$ cat src/rtl/mul16u_arb_pkg.sv
// Shared types and the round-robin pick helper for the shared 16x16 multiplier scheduler.
package mul16u_arb_pkg;
    localparam int OP_W     = 16;
    localparam int PROD_W   = 32;
    localparam int MAX_REQ  = 8;
    localparam int MAX_ID_W = 3;

    typedef struct packed {
        logic [MAX_ID_W-1:0] id;
        logic [OP_W-1:0]     a;
        logic [OP_W-1:0]     b;
    } mul_op_t;

    typedef struct packed {
        logic [MAX_ID_W-1:0] id;
        logic [PROD_W-1:0]   z;
    } mul_rsp_t;

    // First requesting lane after 'last', wrapping mod nReq; returns 'last' when nothing requests.
    function automatic logic [MAX_ID_W-1:0] rr_pick(input logic [MAX_REQ-1:0] req,
                                                    input logic [MAX_ID_W-1:0] last,
                                                    input int nReq);
        logic [MAX_ID_W-1:0] pick;
        logic [MAX_ID_W:0]   sum;
        logic                found;
        pick  = last;
        found = 1'b0;
        for (int i = 1; i <= MAX_REQ; i++) begin
            sum = {1'b0, last} + (MAX_ID_W+1)'(i);
            if (sum >= (MAX_ID_W+1)'(nReq))
                sum = sum - (MAX_ID_W+1)'(nReq);
            if (!found && i <= nReq && req[sum[MAX_ID_W-1:0]]) begin
                pick  = sum[MAX_ID_W-1:0];
                found = 1'b1;
            end
        end
        return pick;
    endfunction
endpackage

$ cat src/rtl/mul16u_HFD.sv
// Exact combinational 16x16 unsigned multiplier, full 32-bit product.
module mul16u_HFD (
    input  logic [15:0] A,
    input  logic [15:0] B,
    output logic [31:0] Z
);
    assign Z = 32'(A) * 32'(B);
endmodule

$ cat src/rtl/mul16u_share_arb.sv
// Round-robin scheduler sharing one 16x16 multiplier among N_REQ lanes, with a
// fixed-latency pipeline and a credit-protected, in-order tagged result queue.
module mul16u_share_arb
    import mul16u_arb_pkg::*;
#(
    parameter int N_REQ   = 4,
    parameter int MUL_LAT = 2
) (
    input  logic                     clk,
    input  logic                     rst_n,
    input  logic [N_REQ-1:0]         req_valid,
    output logic [N_REQ-1:0]         req_ready,
    input  logic [N_REQ*16-1:0]      req_a,
    input  logic [N_REQ*16-1:0]      req_b,
    output logic                     rsp_valid,
    input  logic                     rsp_ready,
    output logic [$clog2(N_REQ)-1:0] rsp_id,
    output logic [31:0]              rsp_z,
    output logic                     idle
);
    localparam int FIFO_DEPTH = MUL_LAT + 2;
    localparam int ID_W       = $clog2(N_REQ);
    localparam int CNT_W      = $clog2(FIFO_DEPTH + 1);
    localparam int PTR_W      = $clog2(FIFO_DEPTH);

    logic [ID_W-1:0]    lastGrant, grantIdx;
    logic [N_REQ-1:0]   grantOh;
    logic [CNT_W-1:0]   inflight, qCount;
    logic               issueOk, accept, wrVld, pop;
    logic [MUL_LAT-1:0] vldPipe;
    mul_op_t            op0;
    logic [PROD_W-1:0]  prod0;
    mul_rsp_t           stage0Rsp, wrData;
    mul_rsp_t           mem [FIFO_DEPTH];
    logic [PTR_W-1:0]   wrPtr, rdPtr;

    function automatic logic [PTR_W-1:0] ptrInc(input logic [PTR_W-1:0] p);
        return (p == PTR_W'(FIFO_DEPTH - 1)) ? '0 : p + 1'b1;
    endfunction

    // Credit check uses registered counts only, so a same-cycle pop frees nothing yet.
    assign issueOk  = ({1'b0, inflight} + {1'b0, qCount}) < (CNT_W+1)'(FIFO_DEPTH);
    assign grantIdx = ID_W'(rr_pick(MAX_REQ'(req_valid), MAX_ID_W'(lastGrant), N_REQ));

    always_comb begin
        grantOh = '0;
        if (rst_n && issueOk && (|req_valid))
            grantOh[grantIdx] = 1'b1;
    end

    assign req_ready = grantOh;
    assign accept    = |(req_valid & req_ready);
    assign pop       = rsp_valid & rsp_ready;

    always_ff @(posedge clk or negedge rst_n) begin
        if (!rst_n) begin
            lastGrant <= ID_W'(N_REQ - 1);
            vldPipe   <= '0;
        end else begin
            if (accept)
                lastGrant <= grantIdx;
            vldPipe[0] <= accept;
            for (int k = 1; k < MUL_LAT; k++)
                vldPipe[k] <= vldPipe[k-1];
        end
    end

    always_ff @(posedge clk) begin
        if (accept)
            op0 <= '{id: MAX_ID_W'(grantIdx),
                     a:  req_a[16*grantIdx +: 16],
                     b:  req_b[16*grantIdx +: 16]};
    end

    mul16u_HFD u_mul (
        .A(op0.a),
        .B(op0.b),
        .Z(prod0)
    );

    assign stage0Rsp = '{id: op0.id, z: prod0};

    // The queue entry itself is the last of the MUL_LAT registers.
    if (MUL_LAT > 1) begin : gPipe
        mul_rsp_t rspPipe [MUL_LAT-1];
        always_ff @(posedge clk) begin
            rspPipe[0] <= stage0Rsp;
            for (int k = 1; k < MUL_LAT - 1; k++)
                rspPipe[k] <= rspPipe[k-1];
        end
        assign wrData = rspPipe[MUL_LAT-2];
    end else begin : gDirect
        assign wrData = stage0Rsp;
    end

    assign wrVld = vldPipe[MUL_LAT-1];

    always_ff @(posedge clk) begin
        if (wrVld)
            mem[wrPtr] <= wrData;
    end

    always_ff @(posedge clk or negedge rst_n) begin
        if (!rst_n) begin
            wrPtr    <= '0;
            rdPtr    <= '0;
            inflight <= '0;
            qCount   <= '0;
        end else begin
            if (wrVld)
                wrPtr <= ptrInc(wrPtr);
            if (pop)
                rdPtr <= ptrInc(rdPtr);
            inflight <= inflight + CNT_W'(accept) - CNT_W'(wrVld);
            qCount   <= qCount + CNT_W'(wrVld) - CNT_W'(pop);
        end
    end

    // Head fields are forced to zero when empty so reset and idle outputs read clean.
    assign rsp_valid = (qCount != '0);
    assign rsp_id    = rsp_valid ? ID_W'(mem[rdPtr].id) : '0;
    assign rsp_z     = rsp_valid ? mem[rdPtr].z : '0;
    assign idle      = (inflight == '0) && (qCount == '0);
endmodule

$ cat config.mk
export PLATFORM = sky130hd
export DESIGN_NAME = mul16u_share_arb
export DESIGN_NICKNAME = d
export VERILOG_FILES = /design/src/rtl/mul16u_arb_pkg.sv /design/src/rtl/mul16u_HFD.sv /design/src/rtl/mul16u_share_arb.sv
export SDC_FILE = /design/constraint.sdc
export NUM_CORES = 1
export LEC_CHECK = 0
export ABC_AREA = 1
export BUFFER_PORTS_ARGS = -buffer_cell sky130_fd_sc_hd__buf_2
export CAP_MARGIN = 5
export CELL_PAD_IN_SITES_DETAIL_PLACEMENT = 1
export CELL_PAD_IN_SITES_GLOBAL_PLACEMENT = 2
export CORE_MARGIN = 2
export CORE_UTILIZATION = 38
export CTS_BUF_LIST = sky130_fd_sc_hd__clkbuf_16
export DETAILED_ROUTE_END_ITERATION = 8
export PLACE_DENSITY = 0.79
export SETUP_SLACK_MARGIN = 0.5
export SKIP_LAST_GASP = 1
export SYNTH_ARGS = -nofsm -noshare
export SYNTH_HDL_FRONTEND = slang
export SYNTH_HIERARCHICAL = 1
export SYNTH_SLANG_ARGS = --single-unit
$ cat constraint.sdc
create_clock -name clk -period 7.4 [get_ports clk]
set_clock_uncertainty 0.05 [all_clocks]
set_input_delay 0 -clock clk [delete_from_list [all_inputs] [get_ports clk]]
set_output_delay 0 -clock clk [all_outputs]
set_load 0.01 [all_outputs]
==> results.yml, run 1 <==
floorplanning:
  floorplan.io_pins: 175
  initial_utilization: 0.383
  floorplan.die_area_um2: 51000
  core_region_area_um2: 48700
  floorplan.die.height_um: 226
  std_cell_rows: 81
  die_x_um: 226
clock_tree:
  insertion_delay_ps: 540
  tritoncts: "built"
  ctsHtreeMaxLevel: 1
  cts_buffers: 24
  clk_root_buffer_cell: "clkbuf_16"
  tritoncts_num_sinks: 218
  path_clk_slew_ps: 60
  cts.repair.resized: 0
  clock_path_buffers: 3
setup_path:
  worst-path-max-fanout: 16
  timing.critical_path.slowest_cell_delay_ps: 850
  crit_arrival_ps: 6270
  crit_path_cell_trace: "nand2_1, fa_1, inv_1, fa_1, inv_1, fa_1, inv_1, fa_1, fa_1, inv_1, fa_1, inv_1, ha_1, nand2_2, nor2_2, nand2_1, nand2_1, inv_1, nand2_1, xor2_1"
  critPathRequiredTime_ps: 7780
  slowest_stage: "edfxtp_1"
  crit_type: "register to register"
  critical_path.startpoint_type: "register"
  crit_path_end_kind: "register"
placement:
  port-buffer-count: 174
  place.gp.congestion: 0.830
  dp_hpwl_um: 38000
routing:
  wire_per_inst_um: 16.9
  via_per_inst: 4.70
  drc_errors_left: 0
  num_vias: 14187
  ant_nets: 0
  drt_iter0_markers: 579
  drtPass1Iterations: 4
  postRouteWirelength_um: 51000
yosys:
  synth.yosys.seq_area_share: 0.328
  postSynthCellCount: 2139
  synth_simple_gate_area_share: 0.196
  synth_ff_type: "edfxtp_1"
  netlist_top_cells_area: "edfxtp_1 (27%), fa_1 (21%), nand2_1 (11%), inv_1 (9.4%), ha_1 (7.8%)"
  synth-adder-area-share: 0.288
  yosysTopAreaCellShare: 0.273
  synth_top_family_by_area: "adder cells"
  post_synth_net_total: 2586
  synth_top_cells_by_count: "nand2_1 (553), inv_1 (470), fa_1 (196)"
  synth_enable_flop_cells: 170
  synth_cell_type_count: 36
  synth_compound_gate_area_share: 0.0558
  synth.avg_cell_area_um2: 8.74
  number_of_warnings_issued_by_yosys: 6
  post_synthesis_register_bit_count: 218
  netlist_area_um2: 18700
  async_reset_ff_frac: 0.0642
  synthesized_area_fraction_occupied_by_xor_and_xnor_cells: 0.0103
  synthMostInstantiatedCell: "nand2_1"
  yosys-mux-area-fraction: 0
  synth_area_leader_cell: "edfxtp_1"
sta:
  setup-tns-final_ps: 0
  final.period_utilization: 0.795
  setup_viol_count_final: 0
  maxClockFrequency_mhz: 170
  finalHoldViolations: 0
  slew_headroom: 0.357
  pins_over_their_slew_limit: 0
  timing.final.crit_period_ps: 5880
  rsz_0062_raised_after_global_routing: "no"
  tightestPinTransition_ps: 964
layout:
  antenna_cells: 0
  share_of_layout_cells_above_drive_strength_1: 0.136
  num-nets-final: 2781
  flow.area_growth_from_synthesis_pct: 15.5
run:
  max-cap-violations: 0
outcome:
  run_status: "finished clean"
global_routing:
  overflow: 0
  initial_antenna_violation_count: 0
  grt_pass1_vias: 15926
  global_route.usage.total: 0.210
  grt_start_max_net_pins: 72
  grt_first_pass_wirelength_um: 84300
hold_path:
  timing.hold.worst.class: "input port to register"
==> kinds of logic after synthesis <==
kind of cell	after synthesis
buf+inv	575
flops	218
fa+ha+maj	312
compound gates	159
simple gates	853
xor+xnor	22
==> flip-flops by register name, indices dropped and copies added (netlist names) <==
register,flops
gPipe.rspPipe,34
inflight,3
lastGrant,2
mem,136
op0,34
qCount,3
rdPtr,2
vldPipe,2
wrPtr,2
==> layout by cell type (no fill, tap or decap), types with 6 or more instances in the layout <==
cell type      count
nor2_1           173
dlygate4sd3_1     92
dfxtp_1           34
fa_1             196
a21oi_1           51
nor2_2             6
xnor2_1            6
edfxtp_1         170
ha_1             116
nor2_4             6
buf_2            174
nand3_1           46
a22oi_2           30
xor2_1            16
inv_1            471
nand2_1          553
clkbuf_16         25
clkinv_1           8
dfrtp_1           11
nand2_2           15
nand3_2           35
nand4_1            8
buf_4              6
o21ai_0           73
==> stage by stage <==
step                      hold slack, ps  worst slack (ps)   util  cells  cell area, µm²
after CTS                            199              1510  0.443   3016           21600
after global routing                 248              1210  0.443   3016           21600
after detailed placement            -117              1530  0.409   2880           19900
final                                232              1520  0.443   3016           21600
after global placement              -125              1510  0.409   2880           19900
after floorplan                     -346              2050      -   2139           18700
==> worst paths after layout <==
path	startpoint	to	slack (ps)	cells after the start
max	op0[21]	gPipe.rspPipe[0][18]	1520	20
min	req_valid[2]	lastGrant[1]	230	9
max reg2reg	op0[21]	gPipe.rspPipe[0][18]	1520	20
min reg2reg	vldPipe[0]	vldPipe[1]	300	0
max in group asynchronous	rst_n	rdPtr[0]	5780	4
min in group asynchronous	rst_n	lastGrant[0]	490	3
==> per-layer routing <==
layer	track usage	share of wire	up-vias	wire length (µm)
met4	0.0408	0.016	0	833
met2	0.379	0.50	287	25400
met5	0	0	-	0
li1	-	-	6847	-
met1	0.269	0.45	6995	22700
met3	0.0262	0.041	58	2080
==> critical path, delay by kind of cell, from the launching register on <==
kind                     cells  cell delay (ps)
adder cells (fa/ha/maj)      7             3490
XOR/XNOR                     1              200
buffers and inverters        6              300
flip-flops                   1              850
AND/OR/NAND/NOR              6              860
==> layout make-up <==
type | count | area, µm²
Fill cell | 5710 | 27200
Multi-Input combinational cell | 1346 | 10300
Sequential cell | 218 | 6140
Timing Repair Buffer | 272 | 1840
Inverter | 472 | 1780
Tap cell | 664 | 831
Clock buffer | 25 | 626
Clock inverter | 19 | 95.1
==> repair_timing <==
action	in CTS	in global routing
hold buffers	92	0
endpoints found under the hold margin	50	0
buffers inserted	0	0
Power of run 1 is left out: the tool's default activity adds up to more than one toggle a clock period on the data nets, which glitch-free logic cannot reach.
==> run 2, diff against run 1 <==
- ABC_AREA: 1 -> 0
- CORE_UTILIZATION: 38 -> 42
- clock period: 7.4 -> 5.75 ns (I/O delays scaled with it)
==> run 2 against run 1 <==
Net effect:
- global-route usage about the same
- maximum frequency up 4.3%
- utilization up 8.1 points
- setup slack worse by 1400 ps
- area after synthesis down 7.5%
- final cell count down 24%
- critical path depth unchanged
- largest cell class unchanged
- highest routed layer unchanged
==> results.yml, run 2 <==
outcome:
  run_status: "finished clean"
yosys:
  synth_top_cells_by_count: "inv_1 (237), fa_1 (196), edfxtp_1 (170)"
  yosysTopAreaCellShare: 0.295
  synth_enable_flop_cells: 170
  netlist_area_um2: 17300
  synth_ff_type: "edfxtp_1"
  post_synth_net_total: 1863
  synth.yosys.seq_area_share: 0.355
  synth_area_leader_cell: "edfxtp_1"
  async_reset_ff_frac: 0.0642
  postSynthCellCount: 1416
  synthMostInstantiatedCell: "inv_1"
  synth.avg_cell_area_um2: 12.2
  netlist_top_cells_area: "edfxtp_1 (30%), fa_1 (23%), ha_1 (8.4%), mux4_2 (6.4%), and2_1 (5.9%)"
  post_synthesis_register_bit_count: 218
  number_of_warnings_issued_by_yosys: 6
  synth_cell_type_count: 60
placement:
  number_of_placed_cells_counting_well_taps: 2135
  dp_hpwl_um: 33700
  place.gp.congestion: 0.837
  port-buffer-count: 174
clock_tree:
  ctsHtreeMaxLevel: 1
  clock_path_buffers: 3
  insertion_delay_ps: 530
  path_clk_slew_ps: 60
  cts_buffers: 23
  clk_root_buffer_cell: "clkbuf_16"
  tritoncts_num_sinks: 218
  tritoncts: "built"
global_routing:
  grt_start_max_net_pins: 38
  global_route.usage.total: 0.210
  overflow: 0
  initial_antenna_violation_count: 0
  grt_first_pass_wirelength_um: 69500
  grt_pass1_vias: 12943
sta:
  maxClockFrequency_mhz: 177
  finalHoldViolations: 0
  setup-tns-final_ps: 0
  timing.final.crit_period_ps: 5640
  tightestPinTransition_ps: 1090
  final.period_utilization: 0.981
  slew_headroom: 0.271
  pins_over_their_slew_limit: 0
  setup_viol_count_final: 0
  rsz_0062_raised_after_global_routing: "yes"
layout:
  num-nets-final: 2188
  largest_reg_flops: 136
  layout_utilization: 0.524
  final-instance-count-excl-fill: 2290
  final_cell_mix: "inv_1 (236), fa_1 (186), buf_2 (174)"
  flow.area_growth_from_synthesis_pct: 23.4
  share_of_layout_cells_above_drive_strength_1: 0.262
  biggestRegsByFlops: "mem x136, gPipe.rspPipe x34, op0 x34"
  regMostFlops: "mem"
  mostFrequentLayoutCell: "inv_1"
setup_path:
  crit_path_end_kind: "register"
  crit_arrival_ps: 6050
  critPathRequiredTime_ps: 6160
  critical_path.startpoint_type: "register"
  worst-path-max-fanout: 6
  crit_type: "register to register"
floorplanning:
  initial_utilization: 0.425
  floorplan.die.height_um: 207
  floorplan.io_pins: 175
  floorplan.die_area_um2: 42800
  std_cell_rows: 74
  core_region_area_um2: 40700
  die_x_um: 207
hold_path:
  timing.hold.worst.class: "input port to register"
routing:
  wire_per_inst_um: 18.9
  dr.max_layer_used: "met4"
  via_per_inst: 5.03
  drc_errors_left: 0
  num_vias: 11521
  drtPass1Iterations: 5
  wirelength_met1_um: 19300
  drt_iter0_markers: 373
  route.met3.wl_um: 1700
  met2RoutedLength_um: 21500
  postRouteWirelength_um: 43300
  ant_nets: 0
run:
  max-cap-violations: 0
-- run 2: cell count changes in the layout (fill, tap and decap cells not counted), sizes merged, moves of 74 or more --
cell	delta
nand3	-74
buf	+109
nor2	-173
nand2	-411
and2	+162
inv	-233
-- run 2: cell type report --
| cell class | instances | area, µm² |
|---|---|---|
| repair buffers | 360 | 2560 |
| inverters | 239 | 905 |
| fillers | 4279 | 19400 |
| diodes | 1 | 2.50 |
| multi-input cells | 899 | 10300 |
| well taps | 532 | 666 |
| clock buffers | 23 | 576 |
| clock inverters | 18 | 140 |
| flip-flops and latches | 218 | 6140 |
-- run 2: logic make-up (layout without fill, tap and decap cells) --
logic type,after synthesis,after routing,share of synthesized area
buf+inv,299,640,0.0694
other cells,0,1,0
simple gates,379,379,0.112
compound gates,100,100,0.0377
fa+ha+maj,312,312,0.311
mux,73,73,0.0967
xor+xnor,35,35,0.0188
flops,218,218,0.355
-- run 2: path summary, 6_finish.rpt --
kind	startpoint	to	slack, ps	cells after the start
max	op0[4]	gPipe.rspPipe[0][31]	110	20
min	req_valid[2]	lastGrant[0]	50	4
max reg2reg	op0[4]	gPipe.rspPipe[0][31]	110	20
min reg2reg	vldPipe[0]	vldPipe[1]	300	0
max in group asynchronous	rst_n	rdPtr[0]	4050	4
min in group asynchronous	rst_n	lastGrant[0]	550	3
-- run 2: metrics by stage --
stage | setup slack, ps | hold WS, ps | instance area, µm²
2_1_floorplan | 360 | -346 | 17600
6_report | 109 | 52.6 | 21300
3_3_place_gp | -38.5 | -118 | 19300
5_1_grt | -92.5 | 126 | 21300
4_1_cts | 105 | 4.56 | 21200
3_5_place_dp | -109 | -116 | 19300
-- run 2: worst max-delay path: stages, from the launching register on --
cell,delay [ps]
edfxtp_1,500
buf_4,190
and2_1,170
fa_1,530
inv_1,50
fa_1,470
inv_1,50
fa_1,530
fa_1,440
fa_1,520
inv_1,50
fa_1,470
inv_1,60
ha_4,230
nand4_1,160
nor2_1,60
a21oi_1,180
a21oi_1,110
or3_4,440
a31oi_4,190
xnor2_1,120
-- run 2: repair_timing --
action	4_1_cts	5_1_grt
buffers inserted	37	5
setup endpoints to repair	21	22
hold endpoints to repair	50	0
pin swaps	27	9
gates resized for setup	36	16
hold buffers	71	0
-- run 2: per-layer routing --
layer,up-vias,GRT usage
li1,5332,-
met3,44,0.0245
met1,5894,0.281
met4,0,0.0420
met2,251,0.368
met5,-,0
Power of run 2 is left out for the same reason.
